==> config.mk <==
export PLATFORM = sky130hd
export DESIGN_NAME = systolic_feeder_flat
export DESIGN_NICKNAME = d
export VERILOG_FILES = /design/src/rtl/systolic_feeder_pkg.sv /design/src/rtl/systolic_feeder_if.sv /design/src/rtl/systolic_feeder_lane.sv /design/src/rtl/systolic_feeder.sv /design/src/flat_wrapper.sv
export SDC_FILE = /design/constraint.sdc
export NUM_CORES = 1
export LEC_CHECK = 0
export ABC_AREA = 1
export CAP_MARGIN = 40
export CORE_MARGIN = 2
export CORE_UTILIZATION = 53
export DETAILED_ROUTE_END_ITERATION = 7
export PLACE_DENSITY = 0.78
export RECOVER_POWER = 25
export SYNTH_ARGS = -nofsm -noshare
export SYNTH_HDL_FRONTEND = slang
export SYNTH_SLANG_ARGS = --single-unit
export TNS_END_PERCENT = 10
==> constraint.sdc <==
create_clock -name clk -period 2.5 [get_ports clk]
set_input_delay 0.75 -clock clk [delete_from_list [all_inputs] [get_ports clk]]
set_output_delay 0.75 -clock clk [all_outputs]
set_load 0.005 [all_outputs]
==> src/rtl/systolic_feeder_pkg.sv <==
// systolic_feeder_pkg: shared state encoding, default tile geometry and lane slicing helper
package systolic_feeder_pkg;
  typedef enum logic [1:0] {IDLE, LOAD, READY, STREAM} state_t;
  localparam int N_DEF = 4;
  localparam int DW_DEF = 32;
  // Low bit of lane i inside a packed N*DW lane bus: bus[lane_lo(i, DW) +: DW]
  function automatic int lane_lo(input int i, input int dw);
    return i * dw;
  endfunction
endpackage

==> src/rtl/systolic_feeder_if.sv <==
// systolic_feeder_if: load stream, control and skewed lane outputs of one feeder
//   in_valid/in_ready/in_data : row-major tile load stream
//   start/loaded/busy/done    : stream control and status
//   out_data/out_valid        : N registered edge lanes, lane i at [i*DW +: DW]
interface systolic_feeder_if import systolic_feeder_pkg::*; #(
  parameter int N = N_DEF,
  parameter int DW = DW_DEF
);
  logic in_valid;
  logic in_ready;
  logic [DW-1:0] in_data;
  logic start;
  logic loaded;
  logic busy;
  logic done;
  logic [N*DW-1:0] out_data;
  logic [N-1:0] out_valid;
  modport master (output in_valid, in_data, start, input in_ready, loaded, busy, done, out_data, out_valid);
  modport slave (input in_valid, in_data, start, output in_ready, loaded, busy, done, out_data, out_valid);
endinterface

==> src/rtl/systolic_feeder_lane.sv <==
// systolic_feeder_lane: one edge lane's N-word store; emits word (t - LANE_OFFSET) or zero per step
//   clk         : write clock
//   we/widx/wdata : element write during tile load
//   t           : current skew step
//   word/vld    : combinational lane value for step t, zero when outside the lane window
module systolic_feeder_lane import systolic_feeder_pkg::*; #(
  parameter int N = N_DEF,
  parameter int DW = DW_DEF,
  parameter int LANE_OFFSET = 0,
  localparam int IW = $clog2(N),
  localparam int TW = $clog2(2*N-1)
) (
  input  logic clk,
  input  logic we,
  input  logic [IW-1:0] widx,
  input  logic [DW-1:0] wdata,
  input  logic [TW-1:0] t,
  output logic [DW-1:0] word,
  output logic vld
);
  localparam logic [TW-1:0] FIRST = TW'(LANE_OFFSET);
  localparam logic [TW-1:0] LAST = TW'(LANE_OFFSET + N - 1);
  logic [DW-1:0] mem [N];
  always_ff @(posedge clk)
    if (we) mem[widx] <= wdata;
  assign vld = t >= FIRST && t <= LAST;
  // Zero fill keeps idle slots from adding to the downstream accumulation
  assign word = vld ? mem[IW'(t - FIRST)] : '0;
endmodule

==> src/rtl/systolic_feeder.sv <==
// systolic_feeder: buffers one NxN tile and streams it onto N diagonally skewed edge lanes
//   clk   : rising-edge clock
//   rst_n : asynchronous active-low reset
//   bus   : systolic_feeder_if slave (load stream, start/loaded/busy/done, lane outputs)
module systolic_feeder import systolic_feeder_pkg::*; #(
  parameter int N = N_DEF,
  parameter int DW = DW_DEF
) (
  input logic clk,
  input logic rst_n,
  systolic_feeder_if.slave bus
);
  localparam int CW = $clog2(N*N);
  localparam int IW = $clog2(N);
  localparam int TW = $clog2(2*N-1);
  localparam logic [CW-1:0] CLAST = CW'(N*N-1);
  // One step past the last skew step: every lane window is empty, so registering it zeroes the outputs
  localparam logic [TW-1:0] TEND = TW'(2*N-1);
  state_t state;
  logic [CW-1:0] cnt;
  logic [TW-1:0] t;
  logic hs;
  logic [N*DW-1:0] nxt_data;
  logic [N-1:0] nxt_valid;
  assign bus.in_ready = state == IDLE || state == LOAD;
  assign hs = bus.in_valid && bus.in_ready;
  for (genvar i = 0; i < N; i++) begin : g_lane
    systolic_feeder_lane #(.N(N), .DW(DW), .LANE_OFFSET(i)) u_lane (
      .clk(clk),
      .we(hs && cnt / CW'(N) == CW'(i)),
      .widx(IW'(cnt % CW'(N))),
      .wdata(bus.in_data),
      .t(t),
      .word(nxt_data[lane_lo(i, DW) +: DW]),
      .vld(nxt_valid[i])
    );
  end
  always_ff @(posedge clk or negedge rst_n)
    if (!rst_n) begin
      state <= IDLE;
      cnt <= '0;
      t <= '0;
      bus.loaded <= 1'b0;
      bus.busy <= 1'b0;
      bus.done <= 1'b0;
      bus.out_data <= '0;
      bus.out_valid <= '0;
    end else begin
      bus.done <= 1'b0;
      case (state)
        IDLE, LOAD: if (hs) begin
          cnt <= cnt == CLAST ? '0 : cnt + 1'b1;
          state <= cnt == CLAST ? READY : LOAD;
          bus.loaded <= cnt == CLAST;
        end
        READY: if (bus.start) begin
          state <= STREAM;
          bus.loaded <= 1'b0;
          bus.busy <= 1'b1;
          bus.out_data <= nxt_data;
          bus.out_valid <= nxt_valid;
          t <= t + 1'b1;
        end
        STREAM: begin
          bus.out_data <= nxt_data;
          bus.out_valid <= nxt_valid;
          t <= t == TEND ? '0 : t + 1'b1;
          if (t == TEND) begin
            state <= IDLE;
            bus.busy <= 1'b0;
            bus.done <= 1'b1;
          end
        end
      endcase
    end
endmodule
==> src/flat_wrapper.sv <==
// flat-port wrapper written by rule: the top's interface ports become plain ports
module systolic_feeder_flat import systolic_feeder_pkg::*;
#(
  parameter int N = N_DEF,
  parameter int DW = DW_DEF
)
  (clk, rst_n, bus_in_valid, bus_in_data, bus_start, bus_in_ready, bus_loaded, bus_busy, bus_done, bus_out_data, bus_out_valid);
  systolic_feeder_if #(.N(N), .DW(DW)) bus_i ();
  input logic clk;
  input logic rst_n;
  input wire logic [$bits(bus_i.in_valid)-1:0] bus_in_valid;
  input wire logic [$bits(bus_i.in_data)-1:0] bus_in_data;
  input wire logic [$bits(bus_i.start)-1:0] bus_start;
  output wire logic [$bits(bus_i.in_ready)-1:0] bus_in_ready;
  output wire logic [$bits(bus_i.loaded)-1:0] bus_loaded;
  output wire logic [$bits(bus_i.busy)-1:0] bus_busy;
  output wire logic [$bits(bus_i.done)-1:0] bus_done;
  output wire logic [$bits(bus_i.out_data)-1:0] bus_out_data;
  output wire logic [$bits(bus_i.out_valid)-1:0] bus_out_valid;
  assign bus_i.in_valid = bus_in_valid;
  assign bus_i.in_data = bus_in_data;
  assign bus_i.start = bus_start;
  assign bus_in_ready = bus_i.in_ready;
  assign bus_loaded = bus_i.loaded;
  assign bus_busy = bus_i.busy;
  assign bus_done = bus_i.done;
  assign bus_out_data = bus_i.out_data;
  assign bus_out_valid = bus_i.out_valid;
  systolic_feeder #(.N(N), .DW(DW)) u_core (.clk(clk), .rst_n(rst_n), .bus(bus_i));
endmodule
-- Yosys cells after proc, flatten, opt, wreduce, memory -nomap -nowiden
Memories as Yosys holds them, arrays and structs flattened.
Cells that the tools add are included.
- latch bits: 0
- bits in read-only memories: 0
- output and inout port bits: 136
- bits in writable memories: 512
- bits in registers: 144
- memories kept: 4
- mux-type cells: 33
- reduce and logical (&&, ||, !) cells: 20
- add/sub/neg operators: 5
- bitwise gates (word level): 0
- divide/modulo/power cells: 0
- order comparisons: 8
- equal/unequal tests: 11
- shift-type cells: 0
- $mul: 0
- memories (name ; depth ; bits a word ; rd ports ; clocked after Yosys merged registers in ; write ports ; RTL line ; text):
    u_core.g_lane[0].u_lane.mem ; 4 ; 32 ; 1 ; 0 ; 1 ; systolic_feeder_lane.sv:23 ; logic [DW-1:0] mem [N];
    u_core.g_lane[1].u_lane.mem ; 4 ; 32 ; 1 ; 0 ; 1 ; systolic_feeder_lane.sv:23 ;
    u_core.g_lane[2].u_lane.mem ; 4 ; 32 ; 1 ; 0 ; 1 ; systolic_feeder_lane.sv:23 ;
    u_core.g_lane[3].u_lane.mem ; 4 ; 32 ; 1 ; 0 ; 1 ; systolic_feeder_lane.sv:23 ;
- operator list (kind ; count):
    case mux 128 bit (2 select lines) ; 1
    2-to-1 mux 128 bit ; 1
    2-to-1 mux 32 bit ; 4
    2-to-1 mux 1 bit ; 14
    <= comparator 3 bit (second input constant) ; 3
    logical AND 1 bit ; 9
    AND reduction 3 bit ; 3
    equality test 2 bit (second input constant) ; 4
    2-to-1 mux 2 bit ; 4
    2-to-1 mux 4 bit ; 2
    case mux 4 bit (2 select lines) ; 1
    greater-or-equal comparator 3 x 1 -> 1 bit (second input constant) ; 2
    greater-or-equal comparator 3 x 2 -> 1 bit (second input constant) ; 2
    2-to-1 mux 3 bit ; 2
    case mux 2 bit (3 select lines) ; 1
    case mux 3 bit (2 select lines) ; 1
    adder 4 x 1 -> 4 bit (second input constant) ; 1
    equality test 2 x 1 -> 1 bit (second input constant) ; 2
    equality test 4 bit (second input constant) ; 1
    logical NOT 4 bit ; 1
    inequality test 2 x 1 -> 1 bit (second input constant) ; 2
    case mux 1 bit (2 select lines) ; 2
    AND reduction 2 bit ; 2
    nonzero test 2 bit ; 2
    other kinds (9) ; 10

-- Longest topological paths before layout
- depth in word-level cells: 6
- depth in mapped cells: 12

-- Cells and area by module
From an unflattened synthesis, not the netlist that was laid out.
- cells, all modules: 2721
- area, all modules: 28267.1 sq um
- modules (own cells, without submodules) (module ; cells an instance ; area each (sq um) ; instances):
    systolic_feeder ; 650 ; 5821.8 ; 1
    systolic_feeder_lane at u_core.g_lane[0].u_lane ; 514 ; 5788.1 ; 1
    systolic_feeder_lane at u_core.g_lane[2].u_lane ; 514 ; 5590.4 ; 1
    systolic_feeder_lane at u_core.g_lane[1].u_lane ; 522 ; 5535.3 ; 1
    systolic_feeder_lane at u_core.g_lane[3].u_lane ; 521 ; 5531.6 ; 1

-- Worst setup path after synthesis
No wires, ideal clock.
- path kind: input -> register
- from: in bus_in_valid
- to: mem u_core.g_lane[0].u_lane.mem[0][0] (netlist name), enable pin
- cell stages on the path: 4
- setup time: 421 ps
- arrival: 2510 ps
- slack: -432 ps
- path buffers: 0
- path through: nand2_1 > inv_1 > nand3_1 > nor2_1
- cells in the longest elaborated chain, start to end: 4
- RTL lines (what ; RTL line ; text):
    start, declared ; flat_wrapper.sv:11 ; input wire logic [$bits(bus_i.in_valid)-1:0] bus_in_valid;
    logical AND 1 bit ; systolic_feeder.sv:26 ; assign hs = bus.in_valid && bus.in_ready;
    logical AND 1 bit ; systolic_feeder.sv:30 ; .we(hs && cnt / CW'(N) == CW'(i)),
    2-to-1 mux 1 bit ; systolic_feeder_lane.sv:25 ; if (we) mem[widx] <= wdata;
    2-to-1 mux 1 bit (implied by the code) ; systolic_feeder_lane.sv:25 ;
    end, declared ; systolic_feeder_lane.sv:23 ;
No other way between the ends.

-- Worst setup path in the final report
- from: reg u_core.state[1]
- to: out bus_in_ready
- cells in the longest elaborated chain, start to end: 2
- elaborated cells between the ends (all ways): 3
- RTL lines (what ; RTL line ; text):
    start, declared ; systolic_feeder.sv:19 ; state_t state;
    start signal, assigned ; systolic_feeder.sv:53 ; state <= cnt == CLAST ? READY : LOAD;
    equality test 2 x 1 -> 1 bit or logical NOT 2 bit (tied branches) ; systolic_feeder.sv:25 ; assign bus.in_ready = state == IDLE || state == LOAD;
    logical OR 1 bit (*) ; systolic_feeder.sv:25 ;
    end, declared ; flat_wrapper.sv:14 ; output wire logic [$bits(bus_i.in_ready)-1:0] bus_in_ready;
Every way passes the cells marked *; elsewhere a longest branch is shown, timed or not.

==> metrics <==
IO Port Bufs 171; Total Die Area 0.0514 mm²; worst r2r src u_core.t[0]; dominant cells by area after synthesis edfxtp_1 (58%), nand2_1 (20%), dfrtp_1 (14%); critical path class register to output port; cell taking the most area after synthesis edfxtp_1; headroom to the max-slew limit 0.0623; GPL Wtd Cong 0.856; antenna violations before repair 1; grt met3 use 0.0397; Wirelength per Cell 18.1 µm; R2R depth 9; Worst Hold Launch u_core.bus.out_data[66]; Sw Ratio 0.341; FP Rows 81; clock group share of total power 0.283; root buffer cell clkbuf_16; logic gate share of total power 0.329; total power 36.7 mW; type of origin of the critical path register; Vert. Die Dim 227 µm; largest net degree at the start of global routing 118; total setup buffers inserted after CTS 0; Async SR Flop Fraction 0.220; leading register cell type out of synthesis edfxtp_1; Ant. Diodes 0; Mapped Cells 2481; pwr dens 1160 mW/mm²; DP Area 0.0295 mm²; non-filler cells, final 3400; Worst Hold Class register to register; # fillers 3466; WHS Path Cells 2; final worst-path cycle share 0.950; fin crit period 2380 ps; share of layout cells above drive strength 1 0.0716; core footprint 0.0490 mm²; fin nets 2730; Worst R2R End u_core.bus.out_data[63]; Max Slew Vio Count 0; Worst Tran Pin Value 1410 ps; Ys Warns 0; Via density 5.24; Post-Syn Area 0.0263 mm²; Detailed Route Iter0 Violations 2020; synth unique cells 22; Max FO, Critical Path 4; IO Pins 172; DRC 0; TritonCTS buffer count 66; clk sinks 656; Clock Pin Slew Worst Setup and Hold Paths 60 ps; Worst Hold Path EP u_core.bus.out_data[66]; Skew-Pair Late Insertion Delay 580 ps; clock tree buffer depth 3; vias post-DR 17807; DPL Wire Length 38500 µm; WL final 61700 µm; FF+latch count, synth 656; Critical Path Sink Type output port; worst path arrival time 1630 ps; sequential cell area fraction in the yosys report 0.722; endpoints failing setup 0; Leakage 13.9 nW; Hold Slack 474 ps; layer with the highest usage met2; fin area 0.0317 mm²; GRT Total Usage 0.246; TritonCTS clock tree built; Avg Cell Area, Syn 10.6 µm²; drt first pass iters 6; Syn Nets 2527; crit path from u_core.state[1]; RSZ-0062 raised after global routing false; Post-synth top cells nand2_1 (1401), edfxtp_1 (512), inv_1 (145); R2R setup slack 300 ps; Initial Util 0.537; vias in the first global route 17727; Cell Int Power 24.2 mW; Final Hold Fails 0; CTS HTree Levels 3; grt total ovfl 0; Antenna Nets Post-Route 0; Inst Count DP 3280; PostCTS Resize Cnt 0; Fin Clk Skew 22.8 ps; top-count cell post-synth nand2_1; outcome finished, final reports clean; Net Switching 12.5 mW; Synth-to-Final Area Change 20.7%; top-area cell type share of the netlist area 0.585; met2 usage 0.406; CP required 1750 ps; GR Util met1 0.336; VDD IR max 0.704 mV; first-pass GRT wire length 96100 µm; f_max 0.421 GHz; maxcap violations 0; # hold bufs at CTS 0; sequential power share 0.388; Post-synth EDFFs 512; Die Width 227 µm
## cells in the final DEF, fill, tap and decap left out
cell type        netlist  routed
clkbuf_4               0       1
o21ai_1                1       1
buf_16                 0       1
dlygate4sd3_1          0      14
ha_4                   0       1
nand3_1              104     104
nand2_2                1       1
clkbuf_1              17      26
nor2_1                23       7
nor2_4                 3      19
ha_1                  10       9
buf_12                 0      39
clkinv_1               0       7
inv_2                  3       3
inv_4                  1       1
nand2_1             1401    1401
clkdlybuf4s50_1        0     156
a31o_2                 1       1
nand3b_1               1       1
bufinv_16              0       9
edfxtp_1             512     512
inv_1                145     144
dfrtp_4                0       2
clkinv_2               0      10
dfrtp_1              144     142
clkbuf_16              0      74
clkinvlp_4             0       3
clkbuf_8               0       3
clkinv_4               0       2
a21oi_1                4       4
xor2_1                 1       1
inv_8                  0       1
clkinvlp_2             0       1
o21ai_0               11      11
o21ai_2                1       1
buf_4                 23      23
## worst max path at each step
stage	cells after the start	end	slack [ps]
4_1_cts	2	bus_in_ready	110
6_report	2	bus_in_ready	120
2_1_floorplan	4	u_core.g_lane[0].u_lane.mem[0][0]	-430
5_1_grt	2	bus_in_ready	60
3_3_place_gp	7	u_core.g_lane[0].u_lane.mem[2][2]	-50
3_5_place_dp	7	u_core.g_lane[1].u_lane.mem[2][20]	-60
## logic make-up (layout without fill, tap and decap cells)
logic type                 after synthesis  in the layout  synth area share
AOI/OAI and AO/OA                       18             18           0.00371
xor gates and xnor gates                 1              1          0.000333
DFF                                    656            656             0.722
buffers and inverters                  263            518            0.0442
and+or+nand+nor                       1533           1533             0.225
adders and majority gates               10             10           0.00476
## power by group through the flow
| stage | sequential (mW) | combinational (mW) | clock, mW |
|---|---|---|---|
| after floorplan | 14.3 | 6.95 | 0 |
| after global placement | 14.4 | 11.6 | 0 |
| after detailed placement | 14.4 | 11.9 | 0 |
| after CTS | 14.2 | 12.1 | 10.5 |
| after global routing | 14.4 | 13.4 | 10.9 |
| final | 14.2 | 12.1 | 10.4 |
## layout make-up
type	count	area [µm²]	share of cell area
flip-flops and latches	656	19000	0.598
multi-input cells	1562	6280	0.198
repair buffers	249	2750	0.0865
clock buffers	88	1930	0.0610
well taps	664	831	0.0262
inverters	149	569	0.0179
clock inverters	32	392	0.0123
## layer usage
metal | share of wire | routed length (µm) | up-vias
li1 | - | - | 8326
met1 | 0.41 | 25200 | 8584
met2 | 0.49 | 30100 | 789
met3 | 0.080 | 4910 | 106
met4 | 0.023 | 1410 | 2
met5 | 0.00018 | 11 | -
## metrics by stage
stage / util / setup TNS, ps / setup slack, ps
floorplan: - / -213730 / -432
global placement: 0.602 / -8840 / -48.8
detailed placement: 0.602 / -13360 / -64.7
CTS: 0.650 / 0 / 109
global route: 0.648 / 0 / 58.6
finish: 0.648 / 0 / 125
## state kept, by name (all words and copies together) (netlist names)
name / cells
u_core.t: 3
u_core.bus.done: 1
u_core.bus.out_data: 128
u_core.bus.busy: 1
u_core.bus.loaded: 1
u_core.bus.out_valid: 4
u_core.cnt: 4
u_core.state: 2
u_core.g_lane.u_lane.mem: 512
## critical path, stage by stage, from the launching register on
cell and delay [ps]:
dfrtp_1 400, inv_1 120, clkdlybuf4s50_1 520
Power figures use the tool's default switching activity.
